--- src/rtl/calc_core.sv ---
// calc_core: assembles decimal operands from keyb_iface events and evaluates +, -, * (iterative shift-add).
// Build option: define CALC_SAT_EN to saturate overflowing results; otherwise results wrap modulo 2^W.
module calc_core #(
    parameter int W          = 16,
    parameter int MAX_DIGITS = 4
) (
    input  logic         clk,
    input  logic         reset,
    input  logic         press,
    input  logic         is_num,
    input  logic         is_op,
    input  logic         is_eq,
    input  logic [3:0]   num_val,
    input  logic [1:0]   op_val,
    output logic [W-1:0] disp,
    output logic         busy,
    output logic         ovf,
    output logic         key_drop
);

    localparam int CW  = $clog2(MAX_DIGITS + 1);
    localparam int MCW = $clog2(W) + 1;

    localparam logic [1:0] OP_SUB = 2'b01;
    localparam logic [1:0] OP_MUL = 2'b10;
    localparam logic [1:0] OP_CLR = 2'b11;

    localparam logic [2:0] K_NUM = 3'b100;
    localparam logic [2:0] K_OP  = 3'b010;
    localparam logic [2:0] K_EQ  = 3'b001;

    localparam logic [2*W-1:0] HALF = {{W{1'b0}}, 1'b1, {(W-1){1'b0}}};

`ifdef CALC_SAT_EN
    localparam logic [W-1:0] SAT_MAX = {1'b0, {(W-1){1'b1}}};
    localparam logic [W-1:0] SAT_MIN = {1'b1, {(W-1){1'b0}}};
    logic res_neg;
`endif

    typedef enum logic [2:0] {
        ENTRY_A,
        OP_WAIT,
        ENTRY_B,
        EXEC,
        RESULT
    } state_t;

    state_t         state_q;
    logic [W-1:0]   a_q, b_q, res_q, disp_q;
    logic [1:0]     op_q, pend_op_q;
    logic           to_result_q;
    logic [CW-1:0]  dcnt_q;
    logic           buf_valid_q;
    logic [2:0]     buf_kind_q;
    logic [3:0]     buf_nv_q;
    logic [1:0]     buf_ov_q;
    logic [2*W-1:0] mcand_q, prod_q;
    logic [W-1:0]   mplier_q;
    logic [MCW-1:0] mcnt_q;
    logic           busy_q, ovf_q, drop_q;

    logic [2:0]     live_kind;
    logic           live_valid, use_buf, ev_valid;
    logic [2:0]     ev_kind;
    logic [3:0]     ev_nv;
    logic [1:0]     ev_ov;
    logic           ev_num, ev_op, ev_eq, ev_clr;
    logic [W-1:0]   nv_ext, acc_a_d, acc_b_d, mag_a_d, mag_b_d;
    logic           digit_ok;
    logic [W:0]     a_ext, b_ext, sum_ext;
    logic [2*W-1:0] prod_d;
    logic [W-1:0]   prod_lo, wrap_res;
    logic           is_mul, mul_neg, mul_ovf, res_ovf_d, mul_done;
    logic [W-1:0]   exec_res_d;

    // A buffered event always takes priority once EXEC is over, so keys stay in order.
    always_comb begin
        live_kind  = {is_num, is_op, is_eq};
        live_valid = press
                     && (live_kind == K_NUM || live_kind == K_OP || live_kind == K_EQ)
                     && !(is_num && num_val > 4'd9);
        use_buf    = buf_valid_q && (state_q != EXEC);
        ev_valid   = use_buf || (live_valid && !buf_valid_q && (state_q != EXEC));
        ev_kind    = use_buf ? buf_kind_q : live_kind;
        ev_nv      = use_buf ? buf_nv_q   : num_val;
        ev_ov      = use_buf ? buf_ov_q   : op_val;
        ev_num     = ev_valid && (ev_kind == K_NUM);
        ev_op      = ev_valid && (ev_kind == K_OP);
        ev_eq      = ev_valid && (ev_kind == K_EQ);
        ev_clr     = ev_op && (ev_ov == OP_CLR);

        nv_ext   = {{(W-4){1'b0}}, ev_nv};
        acc_a_d  = (a_q << 3) + (a_q << 1) + nv_ext;
        acc_b_d  = (b_q << 3) + (b_q << 1) + nv_ext;
        digit_ok = dcnt_q < CW'(MAX_DIGITS);
        mag_a_d  = a_q[W-1] ? -a_q : a_q;
        mag_b_d  = b_q[W-1] ? -b_q : b_q;
    end

    // One extra sign bit catches add/sub overflow; the multiply keeps the full 2W-bit magnitude.
    always_comb begin
        is_mul    = (op_q == OP_MUL);
        a_ext     = {a_q[W-1], a_q};
        b_ext     = {b_q[W-1], b_q};
        sum_ext   = (op_q == OP_SUB) ? (a_ext - b_ext) : (a_ext + b_ext);
        prod_d    = prod_q + (mplier_q[0] ? mcand_q : '0);
        prod_lo   = prod_d[W-1:0];
        mul_neg   = a_q[W-1] ^ b_q[W-1];
        mul_ovf   = mul_neg ? (prod_d > HALF) : (prod_d >= HALF);
        res_ovf_d = is_mul ? mul_ovf : (sum_ext[W] ^ sum_ext[W-1]);
        if (is_mul)
            wrap_res = mul_neg ? -prod_lo : prod_lo;
        else
            wrap_res = sum_ext[W-1:0];
`ifdef CALC_SAT_EN
        res_neg    = is_mul ? mul_neg : sum_ext[W];
        exec_res_d = !res_ovf_d ? wrap_res : (res_neg ? SAT_MIN : SAT_MAX);
`else
        exec_res_d = wrap_res;
`endif
        mul_done  = !is_mul || (mcnt_q == MCW'(W - 1));
    end

    always_ff @(posedge clk or negedge reset) begin
        if (!reset) begin
            state_q     <= ENTRY_A;
            a_q         <= '0;
            b_q         <= '0;
            res_q       <= '0;
            op_q        <= '0;
            pend_op_q   <= '0;
            to_result_q <= 1'b0;
            dcnt_q      <= '0;
            buf_valid_q <= 1'b0;
            buf_kind_q  <= '0;
            buf_nv_q    <= '0;
            buf_ov_q    <= '0;
            mcand_q     <= '0;
            mplier_q    <= '0;
            prod_q      <= '0;
            mcnt_q      <= '0;
            disp_q      <= '0;
            busy_q      <= 1'b0;
            ovf_q       <= 1'b0;
            drop_q      <= 1'b0;
        end else begin
            drop_q <= 1'b0;
            if (state_q == EXEC) begin
                if (live_valid) begin
                    if (buf_valid_q) begin
                        drop_q <= 1'b1;
                    end else begin
                        buf_valid_q <= 1'b1;
                        buf_kind_q  <= live_kind;
                        buf_nv_q    <= num_val;
                        buf_ov_q    <= op_val;
                    end
                end
            end else if (buf_valid_q) begin
                // The slot frees up as it replays, so a key arriving now takes its place.
                buf_valid_q <= live_valid;
                if (live_valid) begin
                    buf_kind_q <= live_kind;
                    buf_nv_q   <= num_val;
                    buf_ov_q   <= op_val;
                end
            end

            unique case (state_q)
                EXEC: begin
                    mcand_q  <= mcand_q << 1;
                    mplier_q <= mplier_q >> 1;
                    prod_q   <= prod_d;
                    mcnt_q   <= mcnt_q + MCW'(1);
                    if (mul_done) begin
                        res_q  <= exec_res_d;
                        disp_q <= exec_res_d;
                        ovf_q  <= ovf_q | res_ovf_d;
                        busy_q <= 1'b0;
                        if (to_result_q) begin
                            state_q <= RESULT;
                        end else begin
                            a_q     <= exec_res_d;
                            op_q    <= pend_op_q;
                            state_q <= OP_WAIT;
                        end
                    end
                end
                default: begin
                    if (ev_clr) begin
                        state_q     <= ENTRY_A;
                        a_q         <= '0;
                        b_q         <= '0;
                        res_q       <= '0;
                        op_q        <= '0;
                        dcnt_q      <= '0;
                        buf_valid_q <= 1'b0;
                        disp_q      <= '0;
                        ovf_q       <= 1'b0;
                    end else begin
                        unique case (state_q)
                            ENTRY_A: begin
                                if (ev_num && digit_ok) begin
                                    a_q    <= acc_a_d;
                                    dcnt_q <= dcnt_q + CW'(1);
                                    disp_q <= acc_a_d;
                                end else if (ev_op) begin
                                    op_q    <= ev_ov;
                                    state_q <= OP_WAIT;
                                    disp_q  <= a_q;
                                end
                            end
                            OP_WAIT: begin
                                if (ev_num) begin
                                    b_q     <= nv_ext;
                                    dcnt_q  <= CW'(1);
                                    state_q <= ENTRY_B;
                                    disp_q  <= nv_ext;
                                end else if (ev_op) begin
                                    op_q <= ev_ov;
                                end
                            end
                            ENTRY_B: begin
                                if (ev_num && digit_ok) begin
                                    b_q    <= acc_b_d;
                                    dcnt_q <= dcnt_q + CW'(1);
                                    disp_q <= acc_b_d;
                                end else if (ev_op || ev_eq) begin
                                    state_q     <= EXEC;
                                    busy_q      <= 1'b1;
                                    pend_op_q   <= ev_ov;
                                    to_result_q <= ev_eq;
                                    mcand_q     <= {{W{1'b0}}, mag_a_d};
                                    mplier_q    <= mag_b_d;
                                    prod_q      <= '0;
                                    mcnt_q      <= '0;
                                end
                            end
                            RESULT: begin
                                if (ev_num) begin
                                    a_q     <= nv_ext;
                                    dcnt_q  <= CW'(1);
                                    ovf_q   <= 1'b0;
                                    state_q <= ENTRY_A;
                                    disp_q  <= nv_ext;
                                end else if (ev_op) begin
                                    a_q     <= res_q;
                                    op_q    <= ev_ov;
                                    state_q <= OP_WAIT;
                                    disp_q  <= res_q;
                                end
                            end
                            default: ;
                        endcase
                    end
                end
            endcase
        end
    end

    assign disp     = disp_q;
    assign busy     = busy_q;
    assign ovf      = ovf_q;
    assign key_drop = drop_q;

endmodule
--- config.mk ---
export PLATFORM = sky130hd
export DESIGN_NAME = calc_core
export DESIGN_NICKNAME = d
export VERILOG_FILES = /design/src/rtl/calc_core.sv
export SDC_FILE = /design/constraint.sdc
export NUM_CORES = 1
export LEC_CHECK = 0
export ABC_CLOCK_PERIOD_IN_PS = 9100
export CORE_MARGIN = 4
export CORE_UTILIZATION = 30
export CTS_CLUSTER_DIAMETER = 60
export CTS_CLUSTER_SIZE = 16
export DETAILED_ROUTE_END_ITERATION = 10
export GPL_TIMING_DRIVEN = 0
export PLACE_DENSITY = 0.51
export SYNTH_ARGS = -nofsm -noshare
export SYNTH_HDL_FRONTEND = slang
export SYNTH_SLANG_ARGS = --single-unit
--- constraint.sdc ---
create_clock -name clk -period 9.1 [get_ports clk]
set_input_delay 1.82 -clock clk [delete_from_list [all_inputs] [get_ports clk]]
set_output_delay 1.82 -clock clk [all_outputs]
set_load 0.05 [all_outputs]
==> results of run 1 <==
==> Yosys cell counts, drive strengths merged, types with 7 or more instances <==
cell type and instances:
inv 44, xnor2 49, a221oi 7, o21ai 133
a21oi 104, mux2 15, nor2 138, and2 37
nand2 182, a221o 26, nor3 35, o21a 7
a31oi 23, o41ai 7, buf 16, nor2b 14
o31ai 34, ha 107, clkbuf 71, nand2b 22
xor2 69, a211oi 20, and3 19, o22ai 8
dfrtp 173, nor4 7, mux2i 16, or3 17
a22o 47, o211ai 21, a21o 26, nand3 24
==> cells by family (layout without fill, tap and decap cells) <==
group,count (synthesis),in the layout,share of synthesized area [%]
and+or+nand+nor,526,526,18.08
muxes,31,31,2.414
DFF,173,173,31.75
AOI/OAI and AO/OA,512,512,25.50
xor gates and xnor gates,119,119,7.746
buffers and inverters,131,193,3.726
adders and majority gates,114,114,10.77
==> worst paths after layout <==
path,cells after the start,endpoint,slack [ns]
min in group asynchronous,1,prod_q[14]$_DFFE_PN0P_,1.33
max reg2reg,21,a_q[15]$_DFFE_PN0P_,2.03
min,1,disp[6]$_DFFE_PN0P_,0.48
min reg2reg,1,disp[6]$_DFFE_PN0P_,0.48
max in group asynchronous,2,disp[14]$_DFFE_PN0P_,6.82
max,21,a_q[15]$_DFFE_PN0P_,2.03
==> layer usage <==
| metal | track usage, % | up-vias |
|---|---|---|
| met5 | 0 | - |
| met4 | 7.590 | 0 |
| met3 | 3.021 | 76 |
| met2 | 30.51 | 372 |
| met1 | 24.27 | 6020 |
| li1 | - | 5980 |
==> through the flow <==
stage	hold WS (ns)	setup slack [ns]	setup TNS, ns
after detailed placement	0.4685	2.113	0
after global placement	0.4595	-1.762	-300.88
after global routing	0.5030	1.567	0
after CTS	0.4853	2.068	0
after floorplan	0.4388	3.967	0
final	0.4841	2.034	0
==> worst max-delay path: stages (launching register included) <==
cell,delay [ns]
dfrtp_1,0.35
buf_2,0.19
inv_2,0.17
nor2_1,0.19
inv_2,0.24
clkbuf_1,0.41
clkbuf_1,0.56
ha_1,0.33
clkbuf_1,0.44
mux2_2,0.50
fa_1,0.47
ha_1,0.32
a211oi_1,0.25
nor2_1,0.11
o41ai_1,0.40
o21ai_0,0.24
o41ai_1,0.51
o21ai_0,0.24
xnor2_1,0.43
nor3_1,0.10
a311oi_1,0.33
a21oi_1,0.13
==> sequential cells by signal (all words and copies together), names as in the netlist, 3 cells and up <==
register	count
b_q	16
mplier_q	16
a_q	16
mcnt_q	5
mcand_q	32
disp	16
buf_kind_q	3
state_q	3
buf_nv_q	4
dcnt_q	3
prod_q	32
res_q	16
==> area by class of cell <==
type / count / share of cell area [%]
multi-input combinational: 1302 / 57.56
sequential: 173 / 28.33
buffer: 87 / 2.244
timing repair buffer: 31 / 2.178
inverter: 44 / 1.081
tap: 592 / 4.847
clock inverter: 10 / 0.7451
clock buffer: 21 / 3.013
==> summary.txt, run 1 <==
Run status
  – Outcome: complete, no violations

GRT
  – First-pass GRT wire length: 71680 um
  – Initial antenna violation count: 0
  – Vias in the first global route: 12324
  – Total grt overflow: 0
  – Largest net degree at the start of global routing: 96
  – GRT Util Overall: 18.52%

CTS
  – Post-cts resize count: 0
  – Postcts setup bufs: 0
  – # clock sinks: 173
  – CTS buffer count: 17
  – CTS Hold Bufs: 0
  – CTS tree: yes
  – Clk slew on worst S/H paths: 0.07 ns
  – Clock Latency Late Sink: 0.47 ns
  – CTS root buf: clkbuf_16
  – Maximum buffer depth of the clock tree: 2
  – Htree depth: 4

Synthesis
  – Distinct cells, synth: 77
  – Cell taking the most area after synthesis: dfrtp_1
  – Synthesized flop and latch total: 173
  – Avg Inst Size Synth: 8.489 um2
  – Mapped cell area: 0.01363 mm2
  – Synth area leaders: dfrtp_1, ha_1, nand2_1
  – Main synth FF type: dfrtp_1
  – Ys async rst share: 100.0%
  – Synth Instances: 1606
  – Synth warn: 0
  – Seq/Total Area, Yosys: 31.75%
  – Post-synth EDFFs: 0
  – Syn_nets: 1731
  – Synth top area share: 31.75%

Placement
  – Port Buffer Count: 30
  – Final Wtd Congestion: 0.9076
  – Placed Cells: 2229
  – Hpwl dp: 36010 um
  – Placement-stage cell area: 0.01471 mm2

Floorplan
  – Area of the core: 0.04461 mm2
  – Initial Util: 30.56%
  – Rows: 77
  – Die width: 221.2 um
  – Die area: 0.04892 mm2
  – # IOs: 31
  – Height of the die: 221.2 um

Timing
  – Slew margin rel.: 7.589%
  – Fin. Hold Viols: 0
  – Max Clk Rate: 141.5 MHz
  – # setup viols final: 0
  – Actual slew at the worst max-slew pin: 1.376 ns
  – Final min period: 7.066 ns
  – RSZ-0062 raised after global routing: false
  – Worst Clk Skew: 0.02544 ns
  – Final slew viol count: 0
  – Final period util: 77.65%

Cells and area
  – Area delta synth->final: 12.09%
  – Util after Layout: 34.26%
  – Footprint of the multi-input gates: 0.008796 mm2
  – Share of layout cells above drive strength 1: 4.676%
  – Design Area, Final: 0.01528 mm2
  – Most common cell after layout, fill and taps aside: nand2_1
  – Fin nets: 1781
  – Commonest non-fill, non-tap cells in the layout: nand2_1, dfrtp_1, nor2_1, o21ai_0, ha_1
  – Seq. cell area: 0.004329 mm2
  – Diode count: 0
  – Non-filler cells, final: 2260
  – Fill count: 4707

Critical path
  – Worst r2r src: state_q[1]$_DFFE_PN0P_
  – Worst EP arrival: 7.41 ns
  – Crit. End Element: register
  – Critical path class: register to register
  – Crit path launch: state_q[1]$_DFFE_PN0P_
  – CP required: 9.44 ns
  – CP max FO: 10
  – Type of origin of the critical path: register

Drt
  – WL met2: 21450 um
  – Top Metal Used: met4
  – Via Count: 12448
  – DRT Pass-1 Iters: 6
  – Post-Route WL: 46190 um
  – Vias per cell: 5.508
  – DR WL/cell: 20.44 um
  – Routed wl met3: 2468 um
  – Detailed-route DRC error count: 0
  – Drt initial violations: 975
  – Wl on met1: 20560 um
  – Antenna-violating nets left: 0

Worst hold path
  – HP Class: register to register
  – Worst hold path startpoint: disp[6]$_DFFE_PN0P_

Job
  – Max Cap Viol: 0
Power of run 1 is not shown: default switching activity piles up to over one toggle a cycle in this logic, so the estimate is an artifact.
==> inputs of run 2 (changes only) <==
Settings changed: ABC_CLOCK_PERIOD_IN_PS 9100 to 6600.
Clock period 9.1 ns to 6.6 ns, I/O delays scaled along.
==> summary.txt, run 2 (synthesis results as in run 1) <==
Critical path
  – Worst path max stage delay: 0.49 ns
  – CP top delay family: buffers and inverters
  – Critical path class: register to register
  – CP cell instances: buf_2, inv_2, nor2_2, inv_2, clkbuf_2, ha_1, clkbuf_2, mux2i_1, inv_1, ha_1, ha_1, inv_1, fa_1, nor2b_1, o21a_1, o21ai_0, a211oi_1, o211ai_1, nor2b_1, xnor2_1, a21oi_1, or3_1, o211ai_1
  – Most Frequent Cell on Critical Path: ha_1
  – Type of origin of the critical path: register
  – CP required: 6.98 ns
  – Worst EP arrival: 6.58 ns
  – Worst Reg-to-Reg Cells: 23
  – Worst R2R Setup Slack: 0.41 ns
  – Reg2reg end: disp[12]$_DFFE_PN0P_
  – Worst r2r src: state_q[1]$_DFFE_PN0P_
  – CP max-delay cell: xnor2_1
  – CP max FO: 16
  – Crit. End Element: register
  – Crit path buffers/inverters: 7

Floorplan
  – Area of the core: 0.04461 mm2
  – Die width: 221.2 um
  – Rows: 77
  – Initial Util: 30.56%
  – # IOs: 31
  – Height of the die: 221.2 um
  – Die area: 0.04892 mm2

CTS
  – Clk slew on worst S/H paths: 0.07 ns
  – Clock Latency Late Sink: 0.47 ns
  – CTS tree: yes
  – Htree depth: 4
  – Maximum buffer depth of the clock tree: 2
  – # clock sinks: 173
  – Postcts setup bufs: 0
  – CTS Hold Bufs: 0
  – CTS buffer count: 17
  – CTS root buf: clkbuf_16
  – Post-cts resize count: 3

Drt
  – Antenna-violating nets left: 0
  – Detailed-route DRC error count: 0
  – Vias per cell: 5.498
  – DR WL/cell: 20.42 um
  – Via Count: 12426
  – Drt initial violations: 943
  – Post-Route WL: 46150 um
  – DRT Pass-1 Iters: 6

Timing
  – Final min period: 6.195 ns
  – Worst Clk Skew: 0.01939 ns
  – Final period util: 93.86%
  – Final slew viol count: 0
  – Max Clk Rate: 161.4 MHz
  – RSZ-0062 raised after global routing: false
  – Slew margin rel.: 9.912%
  – # setup viols final: 0
  – Actual slew at the worst max-slew pin: 1.341 ns
  – Fin. Hold Viols: 0

Worst hold path
  – Worst Hold End: pend_op_q[1]$_DFFE_PN0P_
  – HP Class: register to register
  – Worst hold stages: 2
  – Worst hold path startpoint: pend_op_q[1]$_DFFE_PN0P_

Cells and area
  – Seq. cell area: 0.004329 mm2
  – Area delta synth->final: 12.17%
  – Share of layout cells above drive strength 1: 4.919%
  – Non-filler cells, final: 2260
  – Fin nets: 1780
  – Fill count: 4703
  – Most common cell after layout, fill and taps aside: nand2_1
  – Footprint of the multi-input gates: 0.008806 mm2
  – Regs by FF count: mcand_q (32), prod_q (32)
  – Commonest non-fill, non-tap cells in the layout: nand2_1, dfrtp_1, nor2_1, o21ai_0, ha_1

Placement
  – Hpwl dp: 36010 um
  – Final Wtd Congestion: 0.9076
  – Port Buffer Count: 30
  – Placed Cells: 2229

GRT
  – First-pass GRT wire length: 71710 um
  – Largest net degree at the start of global routing: 96
  – Vias in the first global route: 12323
  – Initial antenna violation count: 0
  – Total grt overflow: 0
  – GRT Util Overall: 18.52%

Job
  – Max Cap Viol: 0

Run status
  – Outcome: complete, no violations
==> run 2: changes by cell type in the layout (fill, tap and decap cells not counted) <==
cell	change
nor2_2	+1
clkbuf_1	-3
o41ai_2	+1
clkbuf_2	+2
o41ai_1	-1
diode_2	+1
nor2_1	-1
==> run 2: area by class of cell <==
cell class	count	area share, %
clock inverter	10	0.7446
sequential	173	28.31
inverter	44	1.080
tap	592	4.844
buffer	86	2.234
antenna	1	0.01636
clock buffer	21	3.011
multi-input combinational	1302	57.58
timing repair buffer	31	2.176
==> run 2: worst max-delay path by stage <==
stage	startpoint	endpoint	slack [ns]	cells past startpoint
after floorplan	state_q[1]$_DFFE_PN0P_	a_q[15]$_DFFE_PN0P_	1.47	21
after global placement	reset	state_q[1]$_DFFE_PN0P_	-3.76	1
after detailed placement	state_q[1]$_DFFE_PN0P_	a_q[15]$_DFFE_PN0P_	-0.39	21
after CTS	state_q[1]$_DFFE_PN0P_	a_q[15]$_DFFE_PN0P_	0.1	21
after global routing	state_q[1]$_DFFE_PN0P_	disp[12]$_DFFE_PN0P_	0.02	23
final	state_q[1]$_DFFE_PN0P_	disp[12]$_DFFE_PN0P_	0.41	23
==> run 2: layer usage <==
metal	track usage, %	up-vias	share of wire (%)
met5	0	-	0
met4	7.590	0	3.7
met3	3.021	76	4.9
met2	30.53	369	46
met1	24.27	5996	45
li1	-	5985	-
==> run 2: per-stage QoR <==
| stage | hold slack [ns] | setup WS, ns | util (%) | TNS (ns) | cell area, um2 |
|---|---|---|---|---|---|
| 3_5_place_dp | 0.4685 | -0.3874 | 32.97 | -1.208 | 14710 |
| 4_1_cts | 0.4853 | 0.09569 | 34.27 | 0 | 15290 |
| 2_1_floorplan | 0.4388 | 1.467 | - | 0 | 13630 |
| 5_1_grt | 0.5030 | 0.01939 | 34.28 | 0 | 15290 |
| 3_3_place_gp | 0.4595 | -3.762 | 32.90 | -648.50 | 14670 |
| 6_report | 0.4811 | 0.4053 | 34.28 | 0 | 15290 |
==> run 2: worst register-to-register path: cells and delay by family, from the launching register on <==
kind | cells | cell delay (ns)
flops | 1 | 0.32
compound gates | 6 | 1.16
xor+xnor | 1 | 0.49
mux | 1 | 0.44
simple gates | 4 | 1.06
fa+ha+maj | 4 | 1.22
buf+inv | 7 | 1.41
Power of run 2 is left out for the same reason.
